$ cat src/rtl/pipelined_adder_nbit.sv
// Pipelined two's-complement adder/subtractor with a valid/ready stream interface.
// The carry chain is cut into STAGES chunks of CW bits. Operand chunks are skewed in
// so each meets the registered carry of the chunk below it, and finished sum chunks
// are de-skewed so all bits of one result leave together with c_out and ovf.
module pipelined_adder_nbit #(
    parameter int unsigned WIDTH  = 16,
    parameter int unsigned STAGES = 4
) (
    input  logic             clk,
    input  logic             rst,
    input  logic             in_valid,
    output logic             in_ready,
    input  logic [WIDTH-1:0] a,
    input  logic [WIDTH-1:0] b,
    input  logic             c_in,
    input  logic             op,
    output logic             out_valid,
    input  logic             out_ready,
    output logic [WIDTH-1:0] sum,
    output logic             c_out,
    output logic             ovf
);
    localparam int unsigned CW = WIDTH / STAGES;

    logic              stall;
    logic [WIDTH-1:0]  b_eff;
    logic              cin_eff;
    logic              last_in_vld;  // valid bit of the slot about to enter the final stage
    logic              load_out;     // final-stage registers capture a real result
    logic [STAGES-1:0] vld_q, vld_d;
    logic [STAGES-1:0] co_d;         // carry out of each chunk adder
    logic [STAGES-1:0] cy_q, cy_d;   // registered chunk carries; the top bit is c_out
    logic              ovf_d, ovf_q;

    assign stall     = vld_q[STAGES-1] & ~out_ready;
    assign in_ready  = ~stall;
    assign out_valid = vld_q[STAGES-1];
    assign c_out     = cy_q[STAGES-1];
    assign ovf       = ovf_q;

    // Subtract is a + ~b + 1; c_in is ignored in that mode.
    assign b_eff   = op ? ~b : b;
    assign cin_eff = op | c_in;

    if (STAGES == 1) begin : g_single
        assign last_in_vld = in_valid;
    end else begin : g_multi
        assign last_in_vld = vld_q[STAGES-2];
    end

    // Bubbles do not touch the output registers, so outputs hold their last result.
    assign load_out = ~stall & last_in_vld;

    // Next state of the valid shift chain and the chunk carry registers.
    always_comb begin
        vld_d = vld_q;
        cy_d  = cy_q;
        if (!stall) begin
            vld_d[0] = in_valid;
            for (int k = 1; k < STAGES; k++) begin
                vld_d[k] = vld_q[k-1];
            end
            for (int k = 0; k + 1 < STAGES; k++) begin
                cy_d[k] = co_d[k];
            end
        end
        if (load_out) begin
            cy_d[STAGES-1] = co_d[STAGES-1];
        end
    end

    // Control and flag state; reset discards everything in flight.
    always_ff @(posedge clk) begin
        if (rst) begin
            vld_q <= '0;
            cy_q  <= '0;
            ovf_q <= 1'b0;
        end else begin
            vld_q <= vld_d;
            cy_q  <= cy_d;
            if (load_out) begin
                ovf_q <= ovf_d;
            end
        end
    end

    for (genvar j = 0; j < STAGES; j++) begin : g_chunk
        logic [CW-1:0] a_in;
        logic [CW-1:0] b_in;
        logic [CW-1:0] s_new;
        logic          cy_in;

        if (j == 0) begin : g_head
            assign a_in  = a[CW-1:0];
            assign b_in  = b_eff[CW-1:0];
            assign cy_in = cin_eff;
        end else begin : g_skew
            logic [CW-1:0] a_q [j];
            logic [CW-1:0] b_q [j];

            // Delay operand chunk j by j slots so it meets the carry from chunk j-1.
            always_ff @(posedge clk) begin
                if (rst) begin
                    for (int i = 0; i < j; i++) begin
                        a_q[i] <= '0;
                        b_q[i] <= '0;
                    end
                end else if (!stall) begin
                    a_q[0] <= a[j*CW +: CW];
                    b_q[0] <= b_eff[j*CW +: CW];
                    for (int i = 1; i < j; i++) begin
                        a_q[i] <= a_q[i-1];
                        b_q[i] <= b_q[i-1];
                    end
                end
            end

            assign a_in  = a_q[j-1];
            assign b_in  = b_q[j-1];
            assign cy_in = cy_q[j-1];
        end

        assign {co_d[j], s_new} = {1'b0, a_in} + {1'b0, b_in} + {{CW{1'b0}}, cy_in};

        if (j == STAGES - 1) begin : g_msb
            logic [CW-1:0] s_q;

            // Carry into the MSB is recovered from the MSB sum bit and its operand bits.
            assign ovf_d = co_d[j] ^ (s_new[CW-1] ^ a_in[CW-1] ^ b_in[CW-1]);

            // Top sum chunk is computed in the last stage and goes straight to the output.
            always_ff @(posedge clk) begin
                if (rst) begin
                    s_q <= '0;
                end else if (load_out) begin
                    s_q <= s_new;
                end
            end

            assign sum[j*CW +: CW] = s_q;
        end else begin : g_deskew
            localparam int unsigned Depth = STAGES - j;
            logic [CW-1:0] s_q [Depth];

            // Hold finished chunk j until the upper chunks catch up; last slot is the output.
            always_ff @(posedge clk) begin
                if (rst) begin
                    for (int i = 0; i < Depth; i++) begin
                        s_q[i] <= '0;
                    end
                end else begin
                    if (!stall) begin
                        s_q[0] <= s_new;
                        for (int i = 1; i + 1 < Depth; i++) begin
                            s_q[i] <= s_q[i-1];
                        end
                    end
                    if (load_out) begin
                        s_q[Depth-1] <= s_q[Depth-2];
                    end
                end
            end

            assign sum[j*CW +: CW] = s_q[Depth-1];
        end
    end

endmodule

$ cat config.mk
export PLATFORM = sky130hd
export DESIGN_NAME = pipelined_adder_nbit
export DESIGN_NICKNAME = d
export VERILOG_FILES = /design/src/rtl/pipelined_adder_nbit.sv
export SDC_FILE = /design/constraint.sdc
export NUM_CORES = 1
export LEC_CHECK = 0
export CAP_MARGIN = 30
export CORE_ASPECT_RATIO = 1.1
export CORE_MARGIN = 3
export CORE_UTILIZATION = 30
export DETAILED_ROUTE_END_ITERATION = 6
export SLEW_MARGIN = 0
export SYNTH_ARGS = -nofsm -noshare
export SYNTH_HDL_FRONTEND = slang
export SYNTH_SLANG_ARGS = --single-unit
$ cat constraint.sdc
create_clock -name clk -period 7.65 [get_ports clk]
set_input_delay 1.9125 -clock clk [delete_from_list [all_inputs] [get_ports clk]]
set_output_delay 1.9125 -clock clk [all_outputs]
set_load 0.01 [all_outputs]
==> flow_metrics.py <==
metrics = {
    "status": {
        "status": "complete, no violations",
    },
    "yosys": {
        "synth_warnings": 0,
        "syn_nets": 386,
        "seq_area_frac_synth": 0.643,
        "syn_inst": 328,
        "synth_edf_count": 84,
        "synth_cell_type_count": 32,
        "synth.top_cell.area_share": 0.583,
        "syn_avg_cell_area_um2": 13.2,
        "syn_area_um2": 4330,
        "ys_ff_latch": 97,
        "synth.most_common_cell": "edfxtp_1",
        "async_flop_share": 0,
        "synth_top_flop_cell": "edfxtp_1",
        "synthTopCellsByCount": "edfxtp_1, and2_1, nor2_1, inv_1, xnor2_1",
        "yosysTopAreaCell": "edfxtp_1",
        "synth.area.top_cells": "edfxtp_1, and2_1, dfxtp_1, fa_1, ha_1",
    },
    "clock_tree": {
        "clkTransAtPathRegs_ps": 60,
        "h-tree-depth": 3,
        "clock-root-buffer": "clkbuf_16",
        "cts_hold_buf": 0,
        "clkLatencyLatePin_ps": 330,
        "cts_resized": 0,
        "post_cts_buffers": 0,
        "cts_tree": "done",
        "clockBufferDepth": 2,
        "cts_sinks": 97,
        "cts_buffers": 9,
    },
    "timing": {
        "fmax_mhz": 191,
        "rsz0062_at_grt": "no",
        "final_hold_viol_count": 0,
        "skew_ps": 8.24,
        "setup_violations": 0,
        "maxSlewHeadroom": 0.408,
        "maxSlewViolCount": 0,
        "fin_tns_setup_ps": 0,
        "fin_crit_ps": 5240,
        "finalCritPeriodShare": 0.684,
        "tightest_slew_ps": 888,
    },
    "critical_path": {
        "worstPathMaxFanout": 12,
        "cp-end-kind": "primary output",
        "path_class": "input pin to primary output",
        "worstSetupStartpointType": "input pin",
        "required_ps": 5740,
        "arrival_ps": 3320,
    },
    "die": {
        "num_io_pins": 58,
        "fp.coreArea_um2": 14000,
        "initial_core_util": 0.310,
        "rows": 45,
        "dieWidth_um": 121,
        "die_area_um2": 15900,
        "die_h_um": 132,
    },
    "grt": {
        "track_usage": 0.0882,
        "antenna_found_initial": 0,
        "grt_overflow_total": 0,
        "grt_max_degree": 73,
        "grt_pass1_vias": 2345,
        "grt_pass1_wl_um": 11300,
    },
    "detailed_routing": {
        "drc_errors": 0,
        "post_drt_wl_per_cell_um": 11.6,
        "antenna_left": 0,
        "viasPerCell": 4.08,
        "wirelength_um": 6610,
        "drt_iter0_markers": 135,
        "vias": 2321,
        "dr.pass1.iters": 4,
    },
    "power": {
        "p_comb_frac": 0.090,
        "p_leak_nw": 2.09,
        "power_frac_seq": 0.515,
        "irDropWorstVdd_mv": 0.0966,
        "clkPwrFrac": 0.396,
        "p_sw_mw": 0.247,
        "intPower_mw": 0.964,
        "power_density_nw_per_um2": 225,
        "power_switching_share": 0.204,
    },
    "layout": {
        "antennaDiodeCount": 0,
        "area_growth_pct": 24.3,
        "nNetsFinal": 434,
        "design_area_um2": 5380,
        "layout-drive-gt1-share": 0.0656,
        "final_cells": 569,
    },
    "placement": {
        "hpwl_um": 4730,
        "dpl.cell_count": 553,
        "portBuffers": 57,
        "place_area_um2": 5040,
        "gp_congestion": 0.666,
    },
    "run": {
        "drv_cap": 0,
    },
    "worst_hold_path": {
        "holdCritPathClass": "flop to flop",
    },
}
==> worst paths after layout <==
| kind | from | to | slack [ps] | cells after the start |
|---|---|---|---|---|
| max | out_ready | in_ready | 2410 | 4 |
| min | g_chunk[3].g_msb.s_q[3] | g_chunk[3].g_msb.s_q[3] | 460 | 2 |
| max reg2reg | cy_q[2] | ovf | 5460 | 8 |
| min reg2reg | g_chunk[3].g_msb.s_q[3] | g_chunk[3].g_msb.s_q[3] | 460 | 2 |
==> kinds of logic (layout without fill, tap and decap cells) <==
family / Yosys count / after routing / synth area share
adders and majority gates: 20 / 20 / 0.0717
buffers and inverters: 40 / 93 / 0.0457
DFF: 97 / 97 / 0.643
and+or+nand+nor: 124 / 124 / 0.155
xor gates and xnor gates: 24 / 24 / 0.0486
AOI/OAI and AO/OA: 23 / 23 / 0.0359
==> registers in the layout, indices dropped and copies added (netlist names) <==
| register | cells |
|---|---|
| g_chunk.g_msb.s_q | 4 |
| ovf | 1 |
| g_chunk.g_deskew.s_q | 36 |
| cy_q | 4 |
| vld_q | 4 |
| g_chunk.g_skew.b_q | 24 |
| g_chunk.g_skew.a_q | 24 |
==> layer usage <==
metal / global-route usage / share of wire
met1: 0.117 / 0.47
met2: 0.132 / 0.44
met4: 0.0435 / 0.019
met3: 0.0245 / 0.067
met5: 0 / 0
==> metrics by stage <==
| stage | utilization | power (mW) | worst slack, ps | hold WS [ps] |
|---|---|---|---|---|
| 6_report | 0.385 | 1.21 | 2410 | 458 |
| 3_5_place_dp | 0.361 | 0.747 | 2400 | 452 |
| 4_1_cts | 0.385 | 1.23 | 2400 | 462 |
| 5_1_grt | 0.385 | 1.26 | 2330 | 475 |
| 3_3_place_gp | 0.359 | 0.741 | 2440 | 441 |
| 2_1_floorplan | - | 0.702 | 3320 | 432 |
==> power by group through the flow <==
| stage | clock network [mW] | logic (mW) | registers, mW |
|---|---|---|---|
| global route | 0.512 | 0.125 | 0.627 |
| global placement | 0 | 0.106 | 0.635 |
| CTS | 0.492 | 0.112 | 0.624 |
| finish | 0.479 | 0.109 | 0.623 |
| floorplan | 0 | 0.0698 | 0.633 |
| detailed placement | 0 | 0.111 | 0.635 |
==> critical path, stage by stage <==
cell and delay (ps):
clkdlybuf4s50_1 440, nor2b_4 330, inv_2 130, clkdlybuf4s50_1 500
==> layout make-up <==
class,instances,area (µm²)
Fill cell,1382,8590
Multi-Input combinational cell,191,1350
Clock buffer,13,314
Inverter,18,67.6
Clock inverter,3,22.5
Tap cell,188,235
Timing Repair Buffer,59,606
Sequential cell,97,2780
==> placed cells by master, fill, tap and decap left out, drive strengths merged, types with 8 or more instances in the layout <==
cell,count
clkdlybuf4s50,57
clkbuf,13
edfxtp,84
a21oi,10
ha,12
inv,20
nand2,12
fa,8
and2,59
dfxtp,13
nor2,33
xnor2,17
Note: power is estimated with default switching activity, not from simulation.
